--- config.mk ---
export PLATFORM = sky130hd
export DESIGN_NAME = seg7_scan_flat
export DESIGN_NICKNAME = d
export VERILOG_FILES = /design/src/rtl/seg7_scan_if.sv /design/src/rtl/seg7_scan.sv /design/src/flat_wrapper.sv
export SDC_FILE = /design/constraint.sdc
export NUM_CORES = 1
export LEC_CHECK = 0
export BUFFER_PORTS_ARGS = -buffer_cell sky130_fd_sc_hd__buf_2
export CAP_MARGIN = 40
export CORE_MARGIN = 1.5
export CORE_UTILIZATION = 44
export CTS_CLUSTER_SIZE = 12
export DETAILED_ROUTE_END_ITERATION = 16
export PLACE_DENSITY = 0.65
export SLEW_MARGIN = 20
export SYNTH_ARGS = -nofsm -noshare
export SYNTH_HDL_FRONTEND = slang
export SYNTH_SLANG_ARGS = --single-unit
--- constraint.sdc ---
create_clock -name clk -period 2.6 [get_ports clk]
set_clock_uncertainty 0.1 [all_clocks]
set_input_delay 0.13 -clock clk [delete_from_list [all_inputs] [get_ports clk]]
set_output_delay 0.13 -clock clk [all_outputs]
set_load 0.02 [all_outputs]
--- src/rtl/seg7_scan_if.sv ---
// rtl/seg7_scan_if.sv - enable, counter value and display outputs of the 7-segment scanner
//
// Signals:
//   en          scan enable (master -> slave)
//   count_in    4*DIGITS-bit binary value, nibble k shown on digit k (master -> slave)
//   seg_n       active-low segments a..g in bits 0..6 (slave -> master)
//   dig_n       active-low digit enables (slave -> master)
//   frame_done  one-cycle pulse after each complete scan frame (slave -> master)
interface seg7_scan_if #(
    parameter int DIGITS = 4
);
    logic                  en;
    logic [4*DIGITS-1:0]   count_in;
    logic [6:0]            seg_n;
    logic [DIGITS-1:0]     dig_n;
    logic                  frame_done;

    modport master (
        output en,
        output count_in,
        input  seg_n,
        input  dig_n,
        input  frame_done
    );

    modport slave (
        input  en,
        input  count_in,
        output seg_n,
        output dig_n,
        output frame_done
    );
endinterface

--- src/rtl/seg7_scan.sv ---
// rtl/seg7_scan.sv - time-multiplexed common-anode 7-segment hex scanner with per-frame snapshot
//
// Parameters: DIGITS (1..8), PRESCALE (clk cycles per digit slot, >= 2),
//             BLANK (all-off cycles at the start of each slot, < PRESCALE).
// Ports:
//   clk        system clock, rising edge
//   neg_reset  asynchronous active-low reset
//   bus        seg7_scan_if.slave: en, count_in in; seg_n, dig_n, frame_done out
// Optional feature: define SEG7_SCAN_LZB_EN for leading-zero blanking.
module seg7_scan #(
    parameter int DIGITS   = 4,
    parameter int PRESCALE = 1024,
    parameter int BLANK    = 16
) (
    input  logic        clk,
    input  logic        neg_reset,
    seg7_scan_if.slave  bus
);
    localparam int PW = $clog2(PRESCALE);
    localparam int DW = (DIGITS > 1) ? $clog2(DIGITS) : 1;
    localparam logic [PW-1:0] PCNT_LAST = PW'(PRESCALE - 1);
    localparam logic [DW-1:0] DIDX_LAST = DW'(DIGITS - 1);

    logic [PW-1:0]         pcnt;
    logic [DW-1:0]         didx;
    logic [4*DIGITS-1:0]   snap;

    logic [3:0]            cur_nib;
    logic [DIGITS-1:0]     cur_dig_n;
    logic                  in_blank;
    logic                  suppress;

    function automatic logic [6:0] hex_seg(input logic [3:0] v);
        case (v)
            4'h0: hex_seg = 7'h40;
            4'h1: hex_seg = 7'h79;
            4'h2: hex_seg = 7'h24;
            4'h3: hex_seg = 7'h30;
            4'h4: hex_seg = 7'h19;
            4'h5: hex_seg = 7'h12;
            4'h6: hex_seg = 7'h02;
            4'h7: hex_seg = 7'h78;
            4'h8: hex_seg = 7'h00;
            4'h9: hex_seg = 7'h10;
            4'hA: hex_seg = 7'h08;
            4'hB: hex_seg = 7'h03;
            4'hC: hex_seg = 7'h46;
            4'hD: hex_seg = 7'h21;
            4'hE: hex_seg = 7'h06;
            default: hex_seg = 7'h0E;
        endcase
    endfunction

    // Select the current digit's nibble and one-cold enable with a compare
    // loop rather than a computed part-select, so DW-wide index arithmetic
    // cannot overflow.
    always_comb begin
        cur_nib   = 4'h0;
        cur_dig_n = '1;
        for (int k = 0; k < DIGITS; k++) begin
            if (didx == DW'(k)) begin
                cur_nib      = snap[4*k +: 4];
                cur_dig_n[k] = 1'b0;
            end
        end
    end

    // Signed compare so BLANK=0 simply never blanks.
    assign in_blank = int'(pcnt) < BLANK;

`ifdef SEG7_SCAN_LZB_EN
    logic upper_zero;

    // Walk from the most significant digit down; upper_zero at step k means
    // nibbles DIGITS-1..k are all zero. Digit 0 is never suppressed.
    always_comb begin
        upper_zero = 1'b1;
        suppress   = 1'b0;
        for (int k = DIGITS - 1; k >= 1; k--) begin
            if (snap[4*k +: 4] != 4'h0)
                upper_zero = 1'b0;
            if (didx == DW'(k))
                suppress = upper_zero;
        end
    end
`else
    assign suppress = 1'b0;
`endif

    always_ff @(posedge clk or negedge neg_reset) begin
        if (!neg_reset) begin
            pcnt           <= '0;
            didx           <= '0;
            snap           <= '0;
            bus.seg_n      <= 7'h7F;
            bus.dig_n      <= '1;
            bus.frame_done <= 1'b0;
        end else begin
            bus.frame_done <= 1'b0;
            if (bus.en) begin
                if (in_blank || suppress) begin
                    bus.seg_n <= 7'h7F;
                    bus.dig_n <= '1;
                end else begin
                    bus.seg_n <= hex_seg(cur_nib);
                    bus.dig_n <= cur_dig_n;
                end

                if (pcnt == PCNT_LAST) begin
                    pcnt <= '0;
                    if (didx == DIDX_LAST) begin
                        // Frame end: take a new snapshot so the next frame
                        // is drawn from one consistent value.
                        didx           <= '0;
                        snap           <= bus.count_in;
                        bus.frame_done <= 1'b1;
                    end else begin
                        didx <= didx + 1'b1;
                    end
                end else begin
                    pcnt <= pcnt + 1'b1;
                end
            end else begin
                // Display off, timers and snapshot frozen.
                bus.seg_n <= 7'h7F;
                bus.dig_n <= '1;
            end
        end
    end
endmodule

--- src/flat_wrapper.sv ---
// flat-port wrapper written by rule: the top's interface ports become plain ports
module seg7_scan_flat 
#(
    parameter int DIGITS   = 4,
    parameter int PRESCALE = 1024,
    parameter int BLANK    = 16
)
  (clk, neg_reset, bus_en, bus_count_in, bus_seg_n, bus_dig_n, bus_frame_done);
  seg7_scan_if #(.DIGITS(DIGITS)) bus_i ();
  input  logic clk;
  input  logic neg_reset;
  input wire logic [$bits(bus_i.en)-1:0] bus_en;
  input wire logic [$bits(bus_i.count_in)-1:0] bus_count_in;
  output wire logic [$bits(bus_i.seg_n)-1:0] bus_seg_n;
  output wire logic [$bits(bus_i.dig_n)-1:0] bus_dig_n;
  output wire logic [$bits(bus_i.frame_done)-1:0] bus_frame_done;
  assign bus_i.en = bus_en;
  assign bus_i.count_in = bus_count_in;
  assign bus_seg_n = bus_i.seg_n;
  assign bus_dig_n = bus_i.dig_n;
  assign bus_frame_done = bus_i.frame_done;
  seg7_scan #(.DIGITS(DIGITS), .PRESCALE(PRESCALE), .BLANK(BLANK)) u_core (.clk(clk), .neg_reset(neg_reset), .bus(bus_i));
endmodule
==> flow_metrics.env <==
export IMPL_final_net_count=253
export IMPL_synth_compound_area_share_pct=10.05
export IMPL_cts_htree_levels=2
export IMPL_p_total_mw=1.552
export IMPL_die_y_microns=71.54
export IMPL_fin_crit_ns=2.405
export IMPL_max_slew_margin_pct=63.89
export IMPL_powerDensity_nw_per_um2=611.4
export IMPL_fin_cells=276
export IMPL_via_count=1451
export IMPL_grt_pass1_vias=1461
export IMPL_vias_per_cell=5.257
export IMPL_root_buffer="clkbuf_8"
export IMPL_fp_coreArea_sq_um=4444
export IMPL_grt_overflow=0
export IMPL_p_leak_nw=1.208
export IMPL_violations="DRC"
export IMPL_hold_viol=0
export IMPL_start_kind="register"
export IMPL_synth_simple_gate_area_share_pct=15.07
export IMPL_synthMuxAreaShare_pct=11.38
export IMPL_nFillCells=377
export IMPL_track_usage_pct=17.10
export IMPL_status="finished, violations left"
export IMPL_synth_fp_nets=202
export IMPL_synth_area_per_cell_sq_um=12.02
export IMPL_grt_pass1_wl_microns=6762
export IMPL_cp_arrival_ns=2.51
export IMPL_grt_max_degree=23
export IMPL_synth_fa_ha_area_share_pct=6.659
export IMPL_r2r_slack_ns=0.20
export IMPL_rsz0062_at_grt="false"
export IMPL_routed_wl_microns=3926
export IMPL_yosys_warnings=0
export IMPL_antenna_found_initial=0
export IMPL_fmaxAchievable_mhz=415.8
export IMPL_synth_top_family_by_area="simple AND/OR/NAND/NOR gates"
export IMPL_post_drt_wl_per_cell_microns=14.22
export IMPL_routabilityCongestion=0.8551
export IMPL_drt_initial_drc_count=50
export IMPL_fin_tns_setup_ns=0
export IMPL_drt_first_pass_iters=12
export IMPL_vdd_drop_max_uv=359.2
export IMPL_dieArea_sq_um=5118
export IMPL_synth_top_area_cell="dfrtp_1"
export IMPL_area_growth_syn_to_layout_pct=22.82
export IMPL_synth_seq_cells=40
export IMPL_crit_path_end_kind="register"
export IMPL_drc=3
export IMPL_worstMarginPinSlew_ns=0.5406
export IMPL_cts_buffers=5
export IMPL_clk_latency_ns=0.30
export IMPL_required_ns=2.71
export IMPL_placementRows=24
export IMPL_portBuffers=30
export IMPL_clock_path_buffers=2
export IMPL_worstSetupPathType="register to register"
export IMPL_slew_violations=0
export IMPL_netlist_area_sq_um=2067
export IMPL_hold_ws_ns=0.05350
export IMPL_synth_xor_area_share_pct=2.966
export IMPL_die_w_microns=71.54
export IMPL_dp_cells=251
export IMPL_cts_tree="built"
export IMPL_start_util_pct=46.51
export IMPL_ant_nets=0
export IMPL_cts_sinks=40
export IMPL_hold_class="input pin to register"
export IMPL_dpl_hpwl_microns=2883
export IMPL_cp_max_fo=6
export IMPL_cap_violations=0
export IMPL_post_route_period_util_pct=92.49
export IMPL_final_cell_area_sq_um=2539
export IMPL_synth_top_area_share_pct=35.11
export IMPL_path_clk_slew_ns=0.08
export IMPL_ios=31
export IMPL_synth_cell_types=43
export IMPL_syn_inst=172
export IMPL_synthTopCellsByArea="dfrtp_1, dfstp_2, ha_1"
export IMPL_placed_area_sq_um=2271
export IMPL_setup_viol=0
export IMPL_drive_above_1_share_pct=34.38
export IMPL_antennaDiodeCount=0
export IMPL_synth_seq_area_share_pct=49.09
## per-layer routing
layer,up-vias,routed length (microns),GRT usage [%]
li1,704,-,-
met1,700,1804,21.49
met2,40,1887,28.76
met3,7,176,4.360
met4,0,58,6.080
met5,-,0,0
## layout make-up
cell class,count,area (sq um),area share (%)
sequential,40,1015,39.97
multi-input combinational,114,958.4,37.75
timing repair buffer,50,362.8,14.29
clock buffer,5,68.82,2.711
tap,52,65.06,2.563
inverter,12,45.04,1.774
clock inverter,3,23.77,0.9364
## registers in the layout (all words and copies together) (netlist names)
signal                 count
u_core.didx                2
u_core.bus.seg_n           7
u_core.snap               16
u_core.pcnt               10
u_core.bus.frame_done      1
u_core.bus.dig_n           4
## worst paths after layout
path | start | to | depth (start not counted)
min | bus_en | u_core.pcnt[1] | 2
min reg2reg | u_core.snap[0] | u_core.snap[0] | 1
min in group asynchronous | neg_reset | u_core.pcnt[7] | 2
max in group asynchronous | neg_reset | u_core.bus.dig_n[3] | 3
max | u_core.didx[0] | u_core.bus.seg_n[6] | 11
max reg2reg | u_core.didx[0] | u_core.bus.seg_n[6] | 11
## worst max-delay path, cell delays in order, from the launching register on
cell and delay [ns]:
dfrtp_1 0.41, inv_1 0.12, ha_1 0.23, nor2b_2 0.19, a22oi_1 0.09, a221o_1 0.41
inv_1 0.14, ha_1 0.18, inv_1 0.06, nor2_1 0.14, a21oi_1 0.06, o221ai_1 0.20
## cells in the mapped netlist
cell and instances:
xor2_1 3, mux2_2 8, o221ai_1 4, nand2_1 14
inv_1 12, buf_12 1, nand4_1 2, a21oi_1 4
o21a_1 1, nand2_8 1, o211ai_1 1, or4_1 1
mux2i_1 1, o22ai_1 3, nor2_8 1, nand2b_1 2
dfstp_2 11, buf_2 3, mux2_4 9, nor3b_1 3
a221o_1 1, nand3_1 4, dfrtp_1 29, and3_4 1
a211oi_1 2, buf_6 1, o31a_1 1, nor2_1 11
buf_4 1, o41ai_1 1, ha_1 11, xnor2_1 4
o21ai_0 5, a22oi_1 2, a211oi_2 1, a311o_1 1
and3b_1 1, o21ai_1 1, or2_1 1, nand3b_1 2
a211o_1 1, nor2b_1 3, nand4_4 2
## stage by stage
| stage | utilization [%] | worst slack, ns |
|---|---|---|
| after global placement | 50.48 | 0.3097 |
| after CTS | 57.01 | 0.09800 |
| after detailed placement | 51.10 | 0.1231 |
| final | 57.12 | 0.1952 |
| after global routing | 57.12 | 0.01279 |
| after floorplan | - | 0.4007 |
## power breakdown
| part | switching, mW | internal (mW) |
|---|---|---|
| combinational | 0.177 | 0.138 |
| sequential | 0.0843 | 0.736 |
| clock | 0.227 | 0.190 |
## placed cells by master, fill, tap and decap left out, types with 3 or more instances in the layout
cell type and count:
dfstp_2 11, nand2_1 14, ha_1 10, nor2_1 11
a21oi_1 4, dlygate4sd3_1 17, nand3_1 4, clkbuf_8 5
xor2_1 3, o22ai_1 3, mux2_2 8, xnor2_1 4
inv_1 12, o21ai_0 4, buf_2 30, dfrtp_1 29
o221ai_1 4, nor3b_1 3, mux2_4 9
## logic make-up after synthesis
group | count (synthesis)
muxes | 18
buffers and inverters | 18
and+or+nand+nor | 49
AOI/OAI and AO/OA | 29
adders and majority gates | 11
DFF | 40
xor gates and xnor gates | 7
## repair_timing
action / in CTS / in global routing
hold buffers: 17 / 0
gates resized for setup: 0 / 3
hold endpoints to repair: 34 / 0
setup endpoints to repair: 0 / 3
setup buffers: 0 / 0
Power figures use the tool's default switching activity.
